File: config.mk
export PLATFORM = sky130hd
export DESIGN_NAME = hazard_interlock_unit_flat
export DESIGN_NICKNAME = d
export VERILOG_FILES = /design/src/rtl/hazard_interlock_unit_if.sv /design/src/rtl/hazard_interlock_unit.sv /design/src/flat_wrapper.sv
export SDC_FILE = /design/constraint.sdc
export NUM_CORES = 1
export LEC_CHECK = 0
export CAP_MARGIN = 20
export CORE_AREA = 3 3 68 70
export CTS_BUF_LIST = sky130_fd_sc_hd__clkbuf_16
export CTS_CLUSTER_DIAMETER = 40
export DETAILED_ROUTE_END_ITERATION = 8
export DIE_AREA = 0 0 71 73
export MAX_ROUTING_LAYER = met4
export PLACE_DENSITY_LB_ADDON = 0.12
export SYNTH_ARGS = -nofsm -noshare
export SYNTH_HDL_FRONTEND = slang
export SYNTH_SLANG_ARGS = --single-unit
export TNS_END_PERCENT = 10
File: constraint.sdc
create_clock -name clk -period 2.6 [get_ports clk]
set_input_delay 0.65 -clock clk [delete_from_list [all_inputs] [get_ports clk]]
set_output_delay 0.65 -clock clk [all_outputs]
set_load 0.03 [all_outputs]
File: src/rtl/hazard_interlock_unit_if.sv
// Decode-hazard handshake bundle between the ID stage and the interlock unit.
// Master = pipeline side (drives decode/producer state); slave = interlock.
interface hazard_interlock_unit_if #(
   parameter int NUM_STAGES = 2,
   parameter int REG_AW     = 5,
   parameter int PERF_W     = 16
);
   logic                         id_valid;
   logic [REG_AW-1:0]            id_rs;
   logic [REG_AW-1:0]            id_rt;
   logic                         id_rs_used;
   logic                         id_rt_used;
   logic [NUM_STAGES*REG_AW-1:0] prod_waddr;
   logic [NUM_STAGES-1:0]        prod_wen;
   logic [NUM_STAGES-1:0]        prod_fwd_ok;
   logic                         ext_busy;
   logic                         perf_clr;
   logic                         stall_if_id;
   logic                         bubble_ex;
   logic [NUM_STAGES-1:0]        fwd_rs_sel;
   logic [NUM_STAGES-1:0]        fwd_rt_sel;
   logic [PERF_W-1:0]            stall_cycles;

   modport master (
      output id_valid, id_rs, id_rt, id_rs_used, id_rt_used,
             prod_waddr, prod_wen, prod_fwd_ok, ext_busy, perf_clr,
      input  stall_if_id, bubble_ex, fwd_rs_sel, fwd_rt_sel, stall_cycles
   );

   modport slave (
      input  id_valid, id_rs, id_rt, id_rs_used, id_rt_used,
             prod_waddr, prod_wen, prod_fwd_ok, ext_busy, perf_clr,
      output stall_if_id, bubble_ex, fwd_rs_sel, fwd_rt_sel, stall_cycles
   );
endinterface

File: src/rtl/hazard_interlock_unit.sv
// Data-hazard interlock: stalls IF/ID and bubbles ID/EX for NUM_STAGES-i cycles on a match at stage i.
// Latency: detection combinational (same-cycle stall); stall_cycles lags one edge. HIU_FWD_EN enables forwarding selects.
// Backpressure: ext_busy freezes the countdown and holds the pipeline with no bubble.
module hazard_interlock_unit #(
   parameter int NUM_STAGES = 2,
   parameter int REG_AW     = 5,
   parameter int CNT_W      = 3,
   parameter int PERF_W     = 16
) (
   input logic                     clk,
   input logic                     rst,
   hazard_interlock_unit_if.slave  hif
);

   logic [NUM_STAGES-1:0] rs_hit;
   logic [NUM_STAGES-1:0] rt_hit;
   logic [NUM_STAGES-1:0] hazard;
   logic [NUM_STAGES-1:0] fwd_rs;
   logic [NUM_STAGES-1:0] fwd_rt;
   logic [REG_AW-1:0]     waddr;
   logic                  prod_ok;
   logic [CNT_W-1:0]      need;
   logic [CNT_W-1:0]      cnt_d;
   logic [CNT_W-1:0]      cnt_q;
   logic [PERF_W-1:0]     stall_cycles_d;
   logic [PERF_W-1:0]     stall_cycles_q;
   logic                  hold;
   logic                  stall;
   logic                  bubble;

   always_comb begin
      rs_hit  = '0;
      rt_hit  = '0;
      waddr   = '0;
      prod_ok = 1'b0;
      for (int i = 0; i < NUM_STAGES; i++) begin
         waddr     = hif.prod_waddr[i*REG_AW +: REG_AW];
         prod_ok   = hif.id_valid & hif.prod_wen[i] & (waddr != '0);
         rs_hit[i] = prod_ok & hif.id_rs_used & (waddr == hif.id_rs);
         rt_hit[i] = prod_ok & hif.id_rt_used & (waddr == hif.id_rt);
      end
   end

`ifdef HIU_FWD_EN
   logic [NUM_STAGES-1:0] rs_first;
   logic [NUM_STAGES-1:0] rt_first;

   // Only the nearest producer per operand matters; it either forwards or stalls.
   assign rs_first = rs_hit & (~rs_hit + NUM_STAGES'(1));
   assign rt_first = rt_hit & (~rt_hit + NUM_STAGES'(1));
   assign fwd_rs   = rs_first & hif.prod_fwd_ok;
   assign fwd_rt   = rt_first & hif.prod_fwd_ok;
   assign hazard   = (rs_first | rt_first) & ~hif.prod_fwd_ok;
`else
   logic unused_fwd_ok;

   assign unused_fwd_ok = ^hif.prod_fwd_ok;
   assign fwd_rs        = '0;
   assign fwd_rt        = '0;
   assign hazard        = rs_hit | rt_hit;
`endif

   // Scan downward so the nearest stage (lowest index) sets the final value.
   always_comb begin
      need = '0;
      for (int i = NUM_STAGES - 1; i >= 0; i--) begin
         if (hazard[i]) begin
            need = CNT_W'(NUM_STAGES - i);
         end
      end
   end

   assign hold   = (cnt_q != '0);
   assign stall  = hold | (need != '0) | hif.ext_busy;
   assign bubble = (hold | (need != '0)) & ~hif.ext_busy;

   always_comb begin
      cnt_d = cnt_q;
      if (!hif.ext_busy) begin
         if (hold) begin
            cnt_d = cnt_q - CNT_W'(1);
         end else if (need != '0) begin
            cnt_d = need - CNT_W'(1);
         end
      end
   end

   always_comb begin
      stall_cycles_d = stall_cycles_q;
      if (hif.perf_clr) begin
         stall_cycles_d = '0;
      end else if (stall && (stall_cycles_q != '1)) begin
         stall_cycles_d = stall_cycles_q + PERF_W'(1);
      end
   end

   always_ff @(posedge clk or posedge rst) begin
      if (rst) begin
         cnt_q          <= '0;
         stall_cycles_q <= '0;
      end else begin
         cnt_q          <= cnt_d;
         stall_cycles_q <= stall_cycles_d;
      end
   end

   assign hif.stall_if_id  = stall;
   assign hif.bubble_ex    = bubble;
   assign hif.fwd_rs_sel   = fwd_rs;
   assign hif.fwd_rt_sel   = fwd_rt;
   assign hif.stall_cycles = stall_cycles_q;

endmodule

File: src/flat_wrapper.sv
// flat-port wrapper written by rule: the top's interface ports become plain ports
module hazard_interlock_unit_flat 
#(
   parameter int NUM_STAGES = 2,
   parameter int REG_AW     = 5,
   parameter int CNT_W      = 3,
   parameter int PERF_W     = 16
)
  (clk, rst, hif_id_valid, hif_id_rs, hif_id_rt, hif_id_rs_used, hif_id_rt_used, hif_prod_waddr, hif_prod_wen, hif_prod_fwd_ok, hif_ext_busy, hif_perf_clr, hif_stall_if_id, hif_bubble_ex, hif_fwd_rs_sel, hif_fwd_rt_sel, hif_stall_cycles);
  hazard_interlock_unit_if #(.NUM_STAGES(NUM_STAGES), .REG_AW(REG_AW), .PERF_W(PERF_W)) hif_i ();
  input logic clk;
  input logic rst;
  input wire logic [$bits(hif_i.id_valid)-1:0] hif_id_valid;
  input wire logic [$bits(hif_i.id_rs)-1:0] hif_id_rs;
  input wire logic [$bits(hif_i.id_rt)-1:0] hif_id_rt;
  input wire logic [$bits(hif_i.id_rs_used)-1:0] hif_id_rs_used;
  input wire logic [$bits(hif_i.id_rt_used)-1:0] hif_id_rt_used;
  input wire logic [$bits(hif_i.prod_waddr)-1:0] hif_prod_waddr;
  input wire logic [$bits(hif_i.prod_wen)-1:0] hif_prod_wen;
  input wire logic [$bits(hif_i.prod_fwd_ok)-1:0] hif_prod_fwd_ok;
  input wire logic [$bits(hif_i.ext_busy)-1:0] hif_ext_busy;
  input wire logic [$bits(hif_i.perf_clr)-1:0] hif_perf_clr;
  output wire logic [$bits(hif_i.stall_if_id)-1:0] hif_stall_if_id;
  output wire logic [$bits(hif_i.bubble_ex)-1:0] hif_bubble_ex;
  output wire logic [$bits(hif_i.fwd_rs_sel)-1:0] hif_fwd_rs_sel;
  output wire logic [$bits(hif_i.fwd_rt_sel)-1:0] hif_fwd_rt_sel;
  output wire logic [$bits(hif_i.stall_cycles)-1:0] hif_stall_cycles;
  assign hif_i.id_valid = hif_id_valid;
  assign hif_i.id_rs = hif_id_rs;
  assign hif_i.id_rt = hif_id_rt;
  assign hif_i.id_rs_used = hif_id_rs_used;
  assign hif_i.id_rt_used = hif_id_rt_used;
  assign hif_i.prod_waddr = hif_prod_waddr;
  assign hif_i.prod_wen = hif_prod_wen;
  assign hif_i.prod_fwd_ok = hif_prod_fwd_ok;
  assign hif_i.ext_busy = hif_ext_busy;
  assign hif_i.perf_clr = hif_perf_clr;
  assign hif_stall_if_id = hif_i.stall_if_id;
  assign hif_bubble_ex = hif_i.bubble_ex;
  assign hif_fwd_rs_sel = hif_i.fwd_rs_sel;
  assign hif_fwd_rt_sel = hif_i.fwd_rt_sel;
  assign hif_stall_cycles = hif_i.stall_cycles;
  hazard_interlock_unit #(.NUM_STAGES(NUM_STAGES), .REG_AW(REG_AW), .CNT_W(CNT_W), .PERF_W(PERF_W)) u_core (.clk(clk), .rst(rst), .hif(hif_i));
endmodule
# Yosys cells after proc, flatten, opt, wreduce, memory -nomap -nowiden
# Cells that the tools add are included.
dict set report word_totals {
  reg_bits 19
  latchBits 0
  ram_bits 0
  rom_bits 0
  out_inout_bits 22
  elab_cells 41
  n_memories 0
}
dict set report op_classes {
  addsub 3
  mul 0
  div_mod_pow 0
  magnitude_cmp 0
  eq_ne 5
  n_shift 0
  muxes 6
  bitwise 17
  n_reduce_logical 8
}
# operator count
set ops {}
lappend ops {{$mux 16} 2}
lappend ops {{$eq 5x5->1} 4}
lappend ops {{$add 16x1->16 const B} 1}
lappend ops {{$ne 16x16->1 const B} 1}
lappend ops {{$and 1x1->1} 13}
lappend ops {{$reduce_bool 5->1} 2}
lappend ops {{$mux 3} 2}
lappend ops {{$reduce_bool 3->1} 2}
lappend ops {{$reduce_bool 2->1} 2}
lappend ops {{$sub 2x1->3 const B} 1}
lappend ops {{$sub 3x1->3 const B} 1}
lappend ops {{$mux 2} 1}
lappend ops {{$or 1x1->1} 2}
lappend ops {{$or 2x2->2} 1}
lappend ops {{$reduce_and 2->1} 1}
lappend ops {{$logic_and 1x1->1} 1}
lappend ops {{$mux 1} 1}
lappend ops {{$not 1->1} 1}

# Logic depth before layout (Yosys ltp)
dict set report logic_depth {
  depth_word 13
  mapped_depth 10
}

# Least setup slack after synthesis
# No wires, ideal clock.
dict set report synth_path {
  path_type {input-to-output}
  from {in hif_prod_waddr[0]}
  to {out hif_bubble_ex}
  arrival_time_ps 1961
  slack_ps -11
  stages 5
  n_path_buf 0
  cell_sequence {xnor2_1 > nand4_1 > o22ai_1 > a21oi_2 > a31oi_1}
}
dict set report synth_between {
  elab_chain_len 9
  elab_cells_between_ends 13
  classes_between {eq/ne: 2; mux: 1; bitwise: 8; reduce/logical: 2}
}
# item line
set synth_rtl {}
lappend synth_rtl {{start, declared} flat_wrapper.sv:18} ;# input wire logic [$bits(hif_i.prod_waddr)-1:0] hif_prod_waddr;
lappend synth_rtl {{$reduce_bool 5->1} hazard_interlock_unit.sv:38} ;# prod_ok = hif.id_valid & hif.prod_wen[i] & (waddr != '0);
lappend synth_rtl {{$and 1x1->1} hazard_interlock_unit.sv:38}
lappend synth_rtl {{$and 1x1->1 (on tied branches) (2 in series)} {hazard_interlock_unit.sv:39, hazard_interlock_unit.sv:40}}
lappend synth_rtl {{$or 2x2->2 *} hazard_interlock_unit.sv:60} ;# assign hazard = rs_hit | rt_hit;
lappend synth_rtl {{$mux 2 *} hazard_interlock_unit.sv:67} ;# if (hazard[i]) begin
lappend synth_rtl {{$reduce_bool 3->1 *} hazard_interlock_unit.sv:75} ;# assign bubble = (hold | (need != '0)) & ~hif.ext_busy;
lappend synth_rtl {{$or 1x1->1 *} hazard_interlock_unit.sv:75}
lappend synth_rtl {{$and 1x1->1 *} hazard_interlock_unit.sv:75}
lappend synth_rtl {{end, declared} flat_wrapper.sv:24} ;# output wire logic [$bits(hif_i.bubble_ex)-1:0] hif_bubble_ex;
# Every way passes the cells marked *; elsewhere a longest branch is shown, timed or not.

# Final worst setup path
dict set report layout_path {
  from {in hif_prod_waddr[3]}
  to {out hif_bubble_ex}
}
# The elaborated chain is that of the path after synthesis.

==> impl_metrics.tcl <==
set metrics [dict create \
    setup_slack_ns -0.0309 \
    grt_pass1_vias 1492 \
    rows 23 \
    gp_congestion 0.931 \
    final_hold_viol_count 0 \
    violations "setup timing" \
    seqPwrFrac 0.323 \
    p_switching_mw 0.404 \
    worstPathCellList "buf_2 > or3_1 > o311a_1 > a21oi_2 > buf_4 > a31oi_4 > buf_6" \
    p_sw_frac 0.344 \
    r2r-start "u_core.hif.stall_cycles[2]" \
    nets 264 \
    clock-skew-final_ns 0.00641 \
    power.total_mw 1.17 \
    p_per_area_nw_per_um2 522 \
    peakVddDrop_mv 0.403 \
    crit_type "input port to output pin" \
    grt_pass1_wl_um 7290 \
    crit_start "hif_prod_waddr[3]" \
    maxCapViolCount 0 \
    worstReg2RegEnd "u_core.hif.stall_cycles[3]" \
    port_buffers 46 \
    slowest_delay_ns 0.34 \
    setup_viol 1 \
    synth_area_sq_um 1420 \
    synth-seq-cells 19 \
    dr.first_iter.drc_count 39 \
    drive_gt1_frac 0.296 \
    worst_pin_slew_ns 0.730 \
    ys.flop_type "dfrtp_1" \
    rsz0062_at_grt "true" \
    layout_min_cycle_time_ns 2.63 \
    synthCells 164 \
    h-tree-depth 1 \
    fin_cells 280 \
    hpwl_um 3380 \
    syn_to_final_growth_pct 58.9 \
    seq_area_frac_synth 0.336 \
    yosysWarnings 0 \
    pwr-share-clk 0.269 \
    slew_viol_final 0 \
    antenna_found_initial 0 \
    core-area_sq_um 4030 \
    synth.top_cells.by_area "dfrtp_1 (34%), xnor2_1 (13%), nand3_1 (4.2%), a21oi_1 (3.9%), nand2_1 (3.7%)" \
    start_util 0.351 \
    async_reset_ff_frac 1.00 \
    endpoint "hif_bubble_ex" \
    viasPerCell 5.13 \
    cts_buffers 3 \
    required_ns 1.95 \
    placedCellCount 273 \
    dr.pass1.iters 4 \
    hold_ws_ns 0.553 \
    post-synth-top-count-cell "xnor2_1" \
    cts.sinks 19 \
    crit_path_top_delay_cell "or3_1" \
    die_h_um 73 \
    slew_headroom 0.513 \
    pwr-share-comb 0.409 \
    n_antenna_cell 0 \
    critPathArrivalTime_ns 1.98 \
    outcome "finished, violations left" \
    ff2ff_setup_slack_ns 0.33 \
    grt_max_degree 20 \
    drc 0 \
    netlist.area_leader.share 0.336 \
    syn_avg_cell_area_sq_um 8.63 \
    grt-ovfl-total 0 \
    cell_internal_pwr_mw 0.769 \
    clk_latency_ns 0.25 \
    synth_commonest_cells "xnor2_1 (21), dfrtp_1 (19), nand2_1 (14), nand3_1 (12), a21oi_1 (11)" \
    grt_use_total 0.185 \
    endpoint_kind "output pin" \
    fin_crit_sh 1.01 \
    setup_tns_ns -0.0309 \
    ys_types 38 \
    ios 53 \
    cts_tree "done" \
    synth_edf_count 0 \
    worstHoldPathType "flip-flop to flip-flop" \
    p_leak_nw 0.988 \
    worstRegToRegCells 7 \
    cts-root-buf "clkbuf_16" \
    wirelength_um 4400 \
    die_w_um 71 \
    fmax_mhz 380 \
    path_max_fanout 2 \
    synth_area_leader_cell "dfrtp_1" \
    path_clk_slew_ns 0.05 \
    wl_per_cell_um 15.7 \
    num_vias 1436 \
    start_kind "input port" \
    ant_nets 0 \
    die_area_sq_um 5180 \
    clockBufferDepth 2 \
    dp_slack_ns -0.764 \
]
worst min path at each step:
stage	start	endpoint	depth (start not counted)
2_1_floorplan	u_core.cnt_q[2]	u_core.cnt_q[2]	1
3_3_place_gp	u_core.cnt_q[2]	u_core.cnt_q[2]	1
3_5_place_dp	u_core.cnt_q[2]	u_core.cnt_q[2]	1
4_1_cts	u_core.cnt_q[2]	u_core.cnt_q[2]	1
5_1_grt	u_core.cnt_q[2]	u_core.cnt_q[2]	1
6_report	u_core.cnt_q[2]	u_core.cnt_q[2]	1
routing by layer:
layer,track usage,share of wire,vias to the layer above,wire length (um)
li1,-,-,712,-
met1,0.203,0.41,675,1820
met2,0.345,0.52,44,2310
met3,0.0262,0.048,5,210
met4,0.0564,0.014,0,62
met5,-,0,-,0
final cells by class:
type | instances | area (sq um)
Multi-Input combinational cell | 134 | 1010
Clock inverter | 1 | 5.00
Tap cell | 50 | 62.6
Timing Repair Buffer | 68 | 599
Clock buffer | 3 | 75.1
Fill cell | 377 | 1780
Sequential cell | 19 | 475
Inverter | 5 | 18.8
power groups by stage:
stage | clock (mW) | sequential [mW] | combinational [mW]
6_report | 0.315 | 0.378 | 0.479
2_1_floorplan | 0 | 0.395 | 0.236
3_3_place_gp | 0 | 0.379 | 0.431
5_1_grt | 0.337 | 0.384 | 0.517
3_5_place_dp | 0 | 0.380 | 0.439
4_1_cts | 0.323 | 0.376 | 0.471
layout by cell type (no fill, tap or decap), types with 3 or more instances in the layout:
cell and n:
nor2_1 10, o21ai_0 5, buf_4 20, xnor2_2 12, clkdlybuf4s50_1 23, buf_2 5, nor3_1 3, or3_1 6
xnor2_1 9, conb_1 4, nand4_1 5, clkdlybuf4s15_1 5, nand3_1 12, inv_1 5, nor2b_1 5, nand2_1 13
o21ai_1 5, dlygate4sd2_1 4, clkbuf_2 4, or4_1 4, clkbuf_16 3, dfrtp_1 19, a21oi_1 10, mux2_2 3
buf_6 4
worst max-delay path, delay by kind of cell:
kind / cells / cell delay (ns)
buf+inv: 3 / 0.40
simple gates: 1 / 0.34
compound gates: 3 / 0.59
metrics by stage:
stage | area, sq um | utilization
2_1_floorplan | 1430 | -
3_3_place_gp | 2050 | 0.508
3_5_place_dp | 2050 | 0.508
4_1_cts | 2190 | 0.543
5_1_grt | 2250 | 0.558
6_report | 2250 | 0.558
cells by family after synthesis:
| group | after synthesis | synth area share |
|---|---|---|
| flops | 19 | 0.336 |
| buf+inv | 14 | 0.0557 |
| fa+ha+maj | 2 | 0.0177 |
| compound gates | 36 | 0.171 |
| mux | 3 | 0.0239 |
| simple gates | 68 | 0.263 |
| xor+xnor | 21 | 0.130 |
| other cells | 1 | 0.00265 |
state kept, by name, indices dropped and copies added, names as in the netlist:
register,flops
u_core.hif.stall_cycles,16
u_core.cnt_q,3
what timing repair did:
action | in CTS | in global routing
hold buffers | 0 | 0
pin swaps | 15 | 19
setup buffers | 3 | 0
gates resized for setup | 58 | 25
endpoints found under the setup margin | 15 | 3
Note: power is estimated with default switching activity, not from simulation.
